<file path="src/rtl/vclk_mode_sequencer.sv">
// -----------------------------------------------------------------------------
// vclk_mode_sequencer
//
// Purpose:
//   Owns the video_mode select that drives the glitch-free video clock mux and
//   sequences every mode change so the video pipeline never sees a clock switch
//   while it is running:
//     1. wait for a frame boundary (vblank_start), bounded by WAIT_TIMEOUT,
//     2. hold the video pipeline in reset for PRE_CYCLES cycles,
//     3. flip video_mode while reset is held,
//     4. keep reset for SETTLE_CYCLES cycles while the new clock settles,
//     5. release reset and pulse done.
//   After reset the block also holds video_rst for SETTLE_CYCLES cycles so the
//   power-up clock can settle before the pipeline starts.
//
// Ports:
//   clk           system clock (single domain)
//   reset_n       synchronous active-low reset
//   req_mode      requested mode: 0 = 28.63636 MHz path, 1 = 25.175 MHz path
//   req_valid     request strobe, held with req_mode stable until accepted
//   req_ready     high only while idle; a request is taken on valid && ready
//   vblank_start  one-cycle frame-boundary pulse, already synchronous to clk
//   video_mode    registered select to the clock mux
//   video_rst     registered reset to the video pipeline
//   busy          high whenever the sequencer is not idle
//   done          one-cycle pulse when a request completes
//   timeout       sticky: last switch proceeded without seeing a vblank;
//                 cleared on the next accepted request
//
// Every output is a register. The handshake/status outputs are decoded from the
// next state, so they line up with the state register on the same edge.
// -----------------------------------------------------------------------------
module vclk_mode_sequencer #(
    parameter int PRE_CYCLES    = 16,
    parameter int SETTLE_CYCLES = 64,
    parameter int WAIT_TIMEOUT  = 1048576,
    parameter int CNT_W         = 21
) (
    input  logic clk,
    input  logic reset_n,
    input  logic req_mode,
    input  logic req_valid,
    output logic req_ready,
    input  logic vblank_start,
    output logic video_mode,
    output logic video_rst,
    output logic busy,
    output logic done,
    output logic timeout
);

    typedef enum logic [2:0] {
        ST_INIT    = 3'd0,
        ST_IDLE    = 3'd1,
        ST_WAIT_VB = 3'd2,
        ST_QUIESCE = 3'd3,
        ST_SWITCH  = 3'd4,
        ST_DONE    = 3'd5
    } state_t;

    // Terminal counts: a phase of N cycles ends when the counter reads N-1.
    localparam logic [CNT_W-1:0] CNT_ZERO    = {CNT_W{1'b0}};
    localparam logic [CNT_W-1:0] CNT_ONE     = {{(CNT_W-1){1'b0}}, 1'b1};
    localparam logic [CNT_W-1:0] PRE_LAST    = CNT_W'(PRE_CYCLES - 1);
    localparam logic [CNT_W-1:0] SETTLE_LAST = CNT_W'(SETTLE_CYCLES - 1);
    localparam logic [CNT_W-1:0] WAIT_LAST   = CNT_W'(WAIT_TIMEOUT - 1);

    // -------------------------------------------------------------------------
    // Output decode helpers (from the state being entered)
    // -------------------------------------------------------------------------

    // Pipeline reset is held during power-up settle and the whole switch window.
    function automatic logic f_rst_for(input state_t s);
        logic v;
        case (s)
            ST_INIT:    v = 1'b1;
            ST_QUIESCE: v = 1'b1;
            ST_SWITCH:  v = 1'b1;
            ST_IDLE:    v = 1'b0;
            ST_WAIT_VB: v = 1'b0;
            ST_DONE:    v = 1'b0;
            default:    v = 1'b1;
        endcase
        return v;
    endfunction

    // Idle is the only state that accepts requests and reports not busy.
    function automatic logic f_idle_for(input state_t s);
        logic v;
        case (s)
            ST_IDLE: v = 1'b1;
            default: v = 1'b0;
        endcase
        return v;
    endfunction

    // done is asserted exactly for the single cycle spent in DONE.
    function automatic logic f_done_for(input state_t s);
        logic v;
        case (s)
            ST_DONE: v = 1'b1;
            default: v = 1'b0;
        endcase
        return v;
    endfunction

    // -------------------------------------------------------------------------
    // Registers and next-state wires
    // -------------------------------------------------------------------------
    state_t           r_state;
    logic [CNT_W-1:0] r_cnt;
    logic             r_mode_lat;
    logic             r_video_mode;
    logic             r_video_rst;
    logic             r_req_ready;
    logic             r_busy;
    logic             r_done;
    logic             r_timeout;

    state_t           w_state_nxt;
    logic [CNT_W-1:0] w_cnt_nxt;
    logic [CNT_W-1:0] w_cnt_inc;
    logic             w_mode_lat_nxt;
    logic             w_video_mode_nxt;
    logic             w_timeout_nxt;

    // Next-state, counter and latched-data logic of the sequencer FSM.
    always_comb begin
        w_state_nxt      = r_state;
        w_cnt_inc        = r_cnt + CNT_ONE;
        w_cnt_nxt        = CNT_ZERO;
        w_mode_lat_nxt   = r_mode_lat;
        w_video_mode_nxt = r_video_mode;
        w_timeout_nxt    = r_timeout;

        case (r_state)
            ST_INIT: begin
                if (r_cnt == SETTLE_LAST) begin
                    w_state_nxt = ST_IDLE;
                    w_cnt_nxt   = CNT_ZERO;
                end else begin
                    w_cnt_nxt   = w_cnt_inc;
                end
            end

            ST_IDLE: begin
                // r_req_ready is high in IDLE; gating with it keeps the
                // accept condition identical to what the requester observes.
                if (req_valid && r_req_ready) begin
                    w_mode_lat_nxt = req_mode;
                    w_timeout_nxt  = 1'b0;
                    w_cnt_nxt      = CNT_ZERO;
                    if (req_mode == r_video_mode) begin
                        // Nothing to switch: complete without touching reset.
                        w_state_nxt = ST_DONE;
                    end else begin
                        w_state_nxt = ST_WAIT_VB;
                    end
                end else begin
                    w_state_nxt = ST_IDLE;
                    w_cnt_nxt   = CNT_ZERO;
                end
            end

            ST_WAIT_VB: begin
                // A vblank in the terminal-count cycle wins: no timeout flag.
                if (vblank_start) begin
                    w_state_nxt = ST_QUIESCE;
                    w_cnt_nxt   = CNT_ZERO;
                end else if (r_cnt == WAIT_LAST) begin
                    w_state_nxt   = ST_QUIESCE;
                    w_cnt_nxt     = CNT_ZERO;
                    w_timeout_nxt = 1'b1;
                end else begin
                    w_cnt_nxt     = w_cnt_inc;
                end
            end

            ST_QUIESCE: begin
                if (r_cnt == PRE_LAST) begin
                    // The select flips on the same edge that enters SWITCH,
                    // so video_rst is already high when the mux sees it.
                    w_state_nxt      = ST_SWITCH;
                    w_cnt_nxt        = CNT_ZERO;
                    w_video_mode_nxt = r_mode_lat;
                end else begin
                    w_cnt_nxt        = w_cnt_inc;
                end
            end

            ST_SWITCH: begin
                if (r_cnt == SETTLE_LAST) begin
                    w_state_nxt = ST_DONE;
                    w_cnt_nxt   = CNT_ZERO;
                end else begin
                    w_cnt_nxt   = w_cnt_inc;
                end
            end

            ST_DONE: begin
                w_state_nxt = ST_IDLE;
                w_cnt_nxt   = CNT_ZERO;
            end

            default: begin
                w_state_nxt = ST_INIT;
                w_cnt_nxt   = CNT_ZERO;
            end
        endcase
    end

    // State, counter and registered outputs; synchronous active-low reset.
    always_ff @(posedge clk) begin
        if (!reset_n) begin
            r_state      <= ST_INIT;
            r_cnt        <= CNT_ZERO;
            r_mode_lat   <= 1'b0;
            r_video_mode <= 1'b0;
            r_video_rst  <= 1'b1;
            r_req_ready  <= 1'b0;
            r_busy       <= 1'b1;
            r_done       <= 1'b0;
            r_timeout    <= 1'b0;
        end else begin
            r_state      <= w_state_nxt;
            r_cnt        <= w_cnt_nxt;
            r_mode_lat   <= w_mode_lat_nxt;
            r_video_mode <= w_video_mode_nxt;
            r_video_rst  <= f_rst_for(w_state_nxt);
            r_req_ready  <= f_idle_for(w_state_nxt);
            r_busy       <= ~f_idle_for(w_state_nxt);
            r_done       <= f_done_for(w_state_nxt);
            r_timeout    <= w_timeout_nxt;
        end
    end

    assign video_mode = r_video_mode;
    assign video_rst  = r_video_rst;
    assign req_ready  = r_req_ready;
    assign busy       = r_busy;
    assign done       = r_done;
    assign timeout    = r_timeout;

endmodule

</file>
<file path="config.mk">
export PLATFORM = sky130hd
export DESIGN_NAME = vclk_mode_sequencer
export DESIGN_NICKNAME = d
export VERILOG_FILES = /design/src/rtl/vclk_mode_sequencer.sv
export SDC_FILE = /design/constraint.sdc
export NUM_CORES = 1
export LEC_CHECK = 0
export CORE_MARGIN = 1.5
export CORE_UTILIZATION = 45
export DETAILED_ROUTE_END_ITERATION = 16
export GPL_TIMING_DRIVEN = 0
export MAX_ROUTING_LAYER = met4
export PLACE_DENSITY_LB_ADDON = 0.05
export SLEW_MARGIN = 20
export SYNTH_ARGS = -nofsm -noshare
export SYNTH_HDL_FRONTEND = slang
export SYNTH_SLANG_ARGS = --single-unit
</file>
<file path="constraint.sdc">
create_clock -name clk -period 1.6 [get_ports clk]
set_input_delay 0.24 -clock clk [delete_from_list [all_inputs] [get_ports clk]]
set_output_delay 0.24 -clock clk [all_outputs]
set_load 0.05 [all_outputs]
</file>
After elaboration in Yosys (flattened, before gate mapping)
Index checks and enable logic that the tools add are counted.

Add/subtract/negate cells: 1. Eq/ne operators: 15. Multiplexer cells: 21. Bitwise logic cells: 1. Reductions and logical operators: 8.

Operator list (number): $mux 21 (4); $pmux 21 s3 (1); $add 21x1->21 const B (1); $eq 21x20->1 const B (1); $eq 21x4->1 const B (1); $eq 21x6->1 const B (1); $mux 3 (7); $pmux 3 s6 (1); $eq 3x2->1 const B (3); $eq 3x3->1 const B (3); $mux 1 (7); $eq 3x1->1 const B (2); $ne 2x2->1 const B (3); $reduce_and 2->1 (2); $reduce_and 4->1 (1); $logic_not 3->1 (1); $reduce_or 3->1 (1); $pmux 1 s2 (1); $reduce_bool 2->1 (1); $reduce_or 2->1 (1); $eq 1x1->1 (1); $logic_and 1x1->1 (1); $not 1->1 (1).

Register bits after elaboration: 31. Input bits: 5. Output and inout bits: 6. Logic and storage cells: 55.

Longest topological paths before layout
Gate-level depths: netlist of the first run.

Depth after elaboration: 8. Depth in mapped cells: 7. Depth with buffers taken out: 6.

Worst setup path before layout of the first run
OpenSTA, ideal clock, no wires.

Path kind: register to register. Start point: register r_video_mode (netlist: video_mode). End point: register r_video_rst (netlist: video_rst). Library setup time: 0.121 ns. Arrival: 1.831 ns. Data required time: 1.479 ns. Setup slack: -0.352 ns. Cell stages (with the launch flop): 6. Buffers on the path: 0. Clock period less this slack: 1.952 ns. Path through: dfxtp_1 xor2_1 a41oi_1 a221o_1 a31oi_4 mux2_4.

Cells in the longest elaborated chain, start to end: 7. Elaborated cells between the ends (all ways): 9. Those cells by class: 4 x eq/ne; 4 x mux; 1 x reduce/logical.

Ends and longest elaborated chain: start: declaration (line 113) `logic r_video_mode;`; start signal: assignment (line 228) `r_video_mode <= w_video_mode_nxt;`; $eq 1x1->1 * (line 153) `if (req_mode == r_video_mode) begin`; $mux 3 * (line 153); $mux 3 * (line 149) `if (req_valid && r_req_ready) begin`; $pmux 3 s6 * (line 136) `case (r_state)`; $eq 3x3->1 (tied with other cells) (line 75) `case (s)`; $reduce_or 3->1 (no source line) *; $mux 1 * (line 75); end signal: assignment (line 229) `r_video_rst <= f_rst_for(w_state_nxt);`; end: declaration (line 114) `logic r_video_rst;`.

Mark *: on every way between the ends. The rest lies on a longest branch, timed or not. A chain may end at the register's enable or synchronous reset.

Worst setup path after layout of the first run
Start point: register r_cnt[0]. End point: register r_video_rst (netlist: video_rst).

Cells in the longest elaborated chain, start to end: 7. Elaborated cells between the ends (all ways): 14. Those cells by class: 6 x eq/ne; 7 x mux; 1 x reduce/logical.

Ends and longest elaborated chain: start: declaration (line 111) `logic [CNT_W-1:0] r_cnt;`; start signal: assignment (line 226) `r_cnt <= w_cnt_nxt;`; $eq 21x20->1 (line 170) `end else if (r_cnt == WAIT_LAST) begin`; $mux 3 (line 170); $mux 3 (line 167) `if (vblank_start) begin`; $pmux 3 s6 * (line 136); $eq 3x3->1 (tied with other cells) (line 75); $reduce_or 3->1 (no source line) *; $mux 1 * (line 75).

Marks and branches as above.

==> key figures, run 1 <==
Clock network
  • Clock net sink count: 31
  • CTS Buffer Depth: 2
  • # hold bufs at CTS: 0
  • CTS tree: yes
  • H-tree Lvls: 2
  • Worst skew pair latency: 0.34 ns
  • Number of buffers created by CTS: 5
  • Root Driver: clkbuf_4
  • Clock transition at path regs: 0.10 ns

Final layout
  • Post-route cell area: around 2100 µm²
  • Ratio of cells with drive above 1 in the final layout: 0.415
  • Synth-to-Final Area Change: 39.1%
  • Final Util: 0.672
  • Layout net count: slightly below 200
  • N_diodes: 0

Global routing
  • Number of global-route vias before repair: 1,159
  • GRT Residual Overflow: 0
  • Met3 track demand over resource: 0.0746
  • First-pass GRT wire length: 5.26 mm
  • Initial antenna violation count: 0
  • Met1 usage in global routing: 0.262
  • GR peak layer: met2
  • Gr usage total: 0.205
  • Largest net degree at the start of global routing: 11
  • Routing usage on met2: 0.296

Placed design
  • RD Place Congestion: roughly 0.88
  • Post-DP Area: roughly 1700 µm²
  • Port buffer count: 10
  • Hpwl dp: 2.14 mm

Hold path
  • Hold Path Class: in -> reg
  • Hold Crit Depth: 3
  • Worst Min Path Start: req_mode
  • WHS Endpoint: r_mode_lat

Logic synthesis
  • #FFs+latches synth: 31
  • Yosys top cell area share: 0.411
  • Most used DFF post-synth: dfxtp_1
  • Synth async-reset ratio: 0
  • Top post-synthesis cells by area: dfxtp_1 (41%), xor2_1 (8.1%), nor2_1 (6.0%), nand2_1 (3.7%), xnor2_1 (2.9%)
  • Post-synth top cells: dfxtp_1 (31), nor2_1 (24), nand2_1 (15)
  • Top cell type by total area after synthesis: dfxtp_1
  • Synthesized area per cell: 9.32 µm²
  • Area of the mapped netlist: 1510 µm²
  • Post-synthesis net count: 168
  • Post-synth EDFFs: 0
  • Synth Warn #: 0
  • Mapped Cells: 162
  • Synth unique cells: 43
  • Count leader, synth: dfxtp_1
  • Register area share after synthesis: 0.411

Pwr
  • Leakage: 0.801 nW
  • IR drop worst, VDD: between 0.0004 and 0.0005 V
  • Total power: 1.34 mW
  • PD cells: 640 nW/µm²

Critical path
  • Reg2Reg Depth: 6
  • Max Fanout on Critical Path: 6
  • CP arrival: 1.92 ns
  • Critical path startpoint: r_cnt[0]
  • Crit path buf inv count: 0
  • R2r startpoint: r_cnt[0]
  • RR Endpoint: video_rst
  • Startpoint types: flop
  • Worst R2R Setup Slack: -0.09 ns
  • Critical path type: reg -> reg
  • CP Capture Type: flop
  • CP top delay family: compound AO/OA/AOI/OAI gates
  • CP Data Required Time: around 1.8 ns
  • CP cell instances: ha_4, nand3_4, nor4_2, a221o_1, a31oi_4, mux2_4
  • Slowest-stage cell, CP: dfxtp_4
  • Worst path max stage delay: about 0.36 ns

STA
  • Max_slew headroom: 0.675
  • Final period utilization: 1.05
  • Clk_skew: 0.0152 ns
  • RSZ-0062 raised after global routing: true
  • Max Freq: a little under 600 MHz
  • Max Slew Vio Count: 0
  • Setup TNS Final: -1.40 ns
  • Final hold viol count: 0
  • Worst slew pin tran: 0.489 ns
  • Tmin final: 1.69 ns
  • Final setup violation count: 23
  • Final worst slack: -0.0879 ns

Die
  • Cell Rows: 20
  • Vert. Die Dim: 60.9 µm
  • I/O pins: 11
  • Die ar.: 3710 µm²
  • Starting Density: 0.483
  • Die width: 60.9 µm
  • CORE AREA: 3130 µm²

Run
  • Max-cap viol count: 0

Route
  • DR iter-0 viols: 40
  • Post-Route WL: 3.44 mm
  • Detail Route Antenna Nets: 0
  • Via Count: 1,292
  • WL/cell: 14.5 µm
  • DR vias/cell: about 5.5
  • DR pass1 iterations: 4
  • DRC violations left: 0

Status
  • Outcome: finished, violations left
  • Failing checks: setup timing
==> layout by cell type (no fill, tap or decap), drive strengths merged, types with 3 or more instances in the layout <==
master         synthesis  routed
and4                   3       3
xor2                  14      14
nor4                   5       5
clkdlybuf4s50          0       3
a21oi                  3       3
and3                   5       5
xnor2                  5       5
dfxtp                 31      31
nand4                  6       6
nor3                   8       8
dlygate4sd2            0       6
inv                    5       5
nor2                  26      26
nand2                 16      16
clkbuf                 0       8
buf                    4      16
nand3                  7       7
==> per-stage QoR <==
stage          hold WS (ns)  setup slack (ns)  instances
4_1_cts               0.515            -0.109        229
3_3_place_gp          0.446            -0.427        216
3_5_place_dp          0.458            -0.455        216
2_1_floorplan         0.387           -0.0379        162
6_report              0.335           -0.0879        237
5_1_grt               0.383            -0.167        237
==> timing repair <==
item | CTS | global route
gates cloned | 0 | 2
pin swaps | 7 | 17
buffers inserted | 6 | 6
resized for setup | 26 | 38
endpoints found under the setup margin | 33 | 28
==> state kept, by name, summed over array words and instances, names as in the netlist <==
name	flops
busy	1
done	1
r_cnt	21
r_mode_lat	1
r_state	3
req_ready	1
timeout	1
video_mode	1
video_rst	1
==> area by class of cell <==
type,instances,area (µm²)
Clock buffer,6,51.3
Inverter,5,18.8
Multi-Input combinational cell,122,1030
Fill cell,262,1030
Timing Repair Buffer,24,239
Sequential cell,31,644
Clock inverter,1,5.00
Tap cell,44,55.1
Buffer,4,52.6
==> worst max path at each step <==
| stage | end | slack, ns | depth (start not counted) |
|---|---|---|---|
| global route | r_cnt[19] | -0.17 | 5 |
| global placement | video_rst | -0.43 | 6 |
| finish | video_rst | -0.09 | 6 |
| detailed placement | video_rst | -0.45 | 6 |
| CTS | video_rst | -0.11 | 6 |
| floorplan | video_rst | -0.04 | 5 |
==> worst min-delay path: cells and delay by family <==
| family | cells | cell delay (ns) |
|---|---|---|
| buffers and inverters | 1 | 0.19 |
| muxes | 1 | 0.11 |
| and+or+nand+nor | 1 | 0.08 |
==> layer usage <==
| metal | wire (µm) | vias to the layer above |
|---|---|---|
| li1 | - | 635 |
| met5 | 0 | - |
| met2 | 1700 | 18 |
| met1 | 1570 | 633 |
| met3 | 133 | 6 |
| met4 | 39 | 0 |
==> kinds of logic after synthesis <==
group / after synthesis / share of synthesized area
adder cells (fa/ha/maj): 1 / 0.00828
AND/OR/NAND/NOR: 83 / 0.309
multiplexers: 3 / 0.0232
flip-flops: 31 / 0.411
buffers and inverters: 9 / 0.0398
AO/OA/AOI/OAI: 16 / 0.0986
XOR/XNOR: 19 / 0.110
==> where the power goes <==
| part | total [mW] | internal [mW] | switching (mW) |
|---|---|---|---|
| logic | 0.0926 | 0.0493 | 0.0433 |
| registers | 0.782 | 0.774 | 0.00805 |
| clock network | 0.470 | 0.203 | 0.267 |
| total | 1.34 | 1.03 | 0.318 |
No activity file was read; power rests on OpenSTA's default activity.
==> run 2, diff against run 1 <==
--- a/config.mk
+++ b/config.mk
@@ -5,6 +5,8 @@
 export SDC_FILE = /design/constraint.sdc
 export NUM_CORES = 1
 export LEC_CHECK = 0
+export CAP_MARGIN = 40
+export CORE_ASPECT_RATIO = 0.9
 export CORE_MARGIN = 1.5
 export CORE_UTILIZATION = 45
 export DETAILED_ROUTE_END_ITERATION = 16
==> constraint.sdc (replaced) <==
create_clock -name clk -period 1.5 [get_ports clk]
set_input_delay 0.225 -clock clk [delete_from_list [all_inputs] [get_ports clk]]
set_output_delay 0.225 -clock clk [all_outputs]
set_load 0.05 [all_outputs]
==> key figures, run 2 (synthesis gave the netlist of run 1 again) <==
STA
  • Final period utilization: 1.12 (+0.0693)
  • Final hold viol count: 0 (unchanged)
  • Worst slew pin tran: 0.489 ns (+0.000203 ns)
  • Clk_skew: 0.00532 ns (-0.00991 ns)
  • RSZ-0062 raised after global routing: true
  • Max_slew headroom: 0.675 (about the same)
  • Final setup violation count: 28 (+22%)
  • Hold_ws: 0.382 ns (+0.0471 ns)
  • Tmin final: 1.69 ns (-0.00158 ns)
  • Max Freq: 593 MHz (about the same)
  • Max Slew Vio Count: 0 (unchanged)
  • Final worst slack: -0.186 ns (-0.0984 ns)

Clock network
  • Worst skew pair latency: 0.29 ns (-0.05 ns)
  • H-tree Lvls: 2 (unchanged)
  • CTS Buffer Depth: 2 (unchanged)
  • Clock net sink count: 31 (unchanged)
  • CTS tree: yes
  • Root Driver: clkbuf_8
  • Clock transition at path regs: 0.06 ns (-0.04 ns)
  • Number of buffers created by CTS: 5 (unchanged)

Global routing
  • GRT Residual Overflow: 0 (unchanged)
  • Initial antenna violation count: 0 (unchanged)
  • First-pass GRT wire length: 5.72 mm (+8.7%)
  • Largest net degree at the start of global routing: 11 (unchanged)
  • Gr usage total: 0.211 (+0.00561)
  • Number of global-route vias before repair: 1,291 (+11%)

Final layout
  • Filler cells: 251 (-4.2%)
  • Final Util: 0.701 (+0.0290)
  • Post-route insts no fill: 245 (+3.4%)
  • Commonest non-fill, non-tap cells in the layout: buf_4 (20), nand2_1 (15), nor2_1 (15)
  • Layout net count: 209 (+5.0%)
  • Commonest non-fill, non-tap cell in the layout: buf_4
  • Ratio of cells with drive above 1 in the final layout: 0.463 (+0.0485)
  • Most flops, register: r_cnt
  • N_diodes: 0 (unchanged)
  • Biggest regs: r_cnt (21), r_state (3)
  • Synth-to-Final Area Change: 45.6%
  • Largest register FFs: 21 (unchanged)

Run
  • Max-cap viol count: 0 (unchanged)

Die
  • Vert. Die Dim: 58.0 µm (-4.9%)
  • Die ar.: 3710 µm² (about the same)
  • Starting Density: 0.481 (-0.00154)
  • CORE AREA: 3140 µm² (+0.32%)
  • Die width: 64.1 µm (+5.1%)
  • Cell Rows: 19 (-5.0%)
  • I/O pins: 11 (unchanged)

Route
  • DR pass1 iterations: 4 (unchanged)
  • Post-Route WL: 3.80 mm (+10%)
  • DR iter-0 viols: 63 (+57%)
  • Detail Route Antenna Nets: 0 (unchanged)
  • DRC violations left: 0 (unchanged)
  • DR vias/cell: 5.46 (+0.10%)
  • WL/cell: 15.5 µm (+6.6%)
  • Via Count: 1,337 (+3.5%)

Critical path
  • Slowest-stage cell, CP: a221o_1
  • CP arrival: 1.87 ns (-0.05 ns)
  • Critical path type: reg -> reg
  • CP Data Required Time: 1.69 ns (-0.14 ns)
  • R2r startpoint: r_cnt[1]
  • Reg2Reg Depth: 6 (unchanged)
  • Max Fanout on Critical Path: 5 (-1)
  • Worst path max stage delay: 0.38 ns (+0.02 ns)
  • CP Capture Type: flop
  • Startpoint types: flop
  • CP cell instances: ha_4, nand3_4, nor4_2, a221o_1, a31oi_4, mux2_4
  • Worst R2R Setup Slack: -0.19 ns (-0.10 ns)
  • RR Endpoint: video_rst

Hold path
  • Worst Min Path Start: req_mode
  • WHS Endpoint: r_mode_lat
  • Hold Path Class: in -> reg
  • Hold Crit Depth: 3 (unchanged)

Status
  • Failing checks: setup timing
  • Outcome: finished, violations left

Pwr
  • PD cells: 698 nW/µm² (+9.1%)
  • IR drop worst, VDD: 0.000554 V (+11%)
  • Leakage: 0.840 nW (+4.9%)
  • Total power: 1.53 mW (+14%)

Placed design
  • Placed Cells: 214 (-0.93%)
  • Port buffer count: 10 (unchanged)
  • Hpwl dp: 2.05 mm (-4.2%)
  • Pre-CTS WS: -0.544 ns (-0.0893 ns)
  • RD Place Congestion: 0.834 (-4.7%)
run 2: changes by cell type in the layout (fill, tap and decap cells not counted), sizes merged:
cell and change:
buf +12, dlymetal6s2s -1, clkinv -1, dlygate4sd2 +1
clkbuf -1
run 2: what timing repair did:
item / CTS / global route
endpoints found under the setup margin: 33 / 30
pin swaps: 12 / 18
hold buffers: 0 / 0
resized for setup: 32 / 44
gates cloned: 0 / 1
buffers inserted: 14 / 10
run 2: worst max path at each step:
stage                endpoint  depth (start not counted)       start  slack (ns)
CTS                 video_rst                          6    r_cnt[1]       -0.17
global placement    video_rst                          6    req_mode       -0.53
finish              video_rst                          6    r_cnt[1]       -0.19
global route        r_cnt[14]                          8    r_cnt[0]       -0.31
detailed placement  video_rst                          6    req_mode       -0.54
floorplan           video_rst                          5  video_mode       -0.14
run 2: critical path, delay by kind of cell, from the launching register on:
kind,cells,cell delay [ns]
AND/OR/NAND/NOR,2,0.21
AO/OA/AOI/OAI,2,0.56
flip-flops,1,0.34
multiplexers,1,0.31
adder cells (fa/ha/maj),1,0.17
run 2: through the flow:
stage | instance area, µm² | TNS [ns]
6_report | 2200 | -3.77
5_1_grt | 2200 | -7.43
4_1_cts | 1950 | -2.67
3_5_place_dp | 1680 | -5.88
3_3_place_gp | 1680 | -5.76
2_1_floorplan | 1530 | -0.337
run 2: layout make-up:
type	count	area, µm²	share of cell area
clock buffers	7	76.3	0.0347
flip-flops and latches	31	662	0.301
well taps	42	52.6	0.0239
inverters	5	18.8	0.00854
plain buffers	4	48.8	0.0222
repair buffers	34	290	0.132
multi-input cells	122	1050	0.478
run 2: routing by layer:
| metal | global-route usage | part of all wire |
|---|---|---|
| met1 | 0.263 | 0.45 |
| met2 | 0.305 | 0.47 |
| met3 | 0.0544 | 0.059 |
| met4 | 0.130 | 0.018 |
| met5 | - | 0 |
run 2: power by group:
part           internal [mW]  total [mW]  switching (mW)
Combinational         0.0401      0.0807          0.0406
Clock                  0.319       0.627           0.309
Sequential             0.818       0.827         0.00826
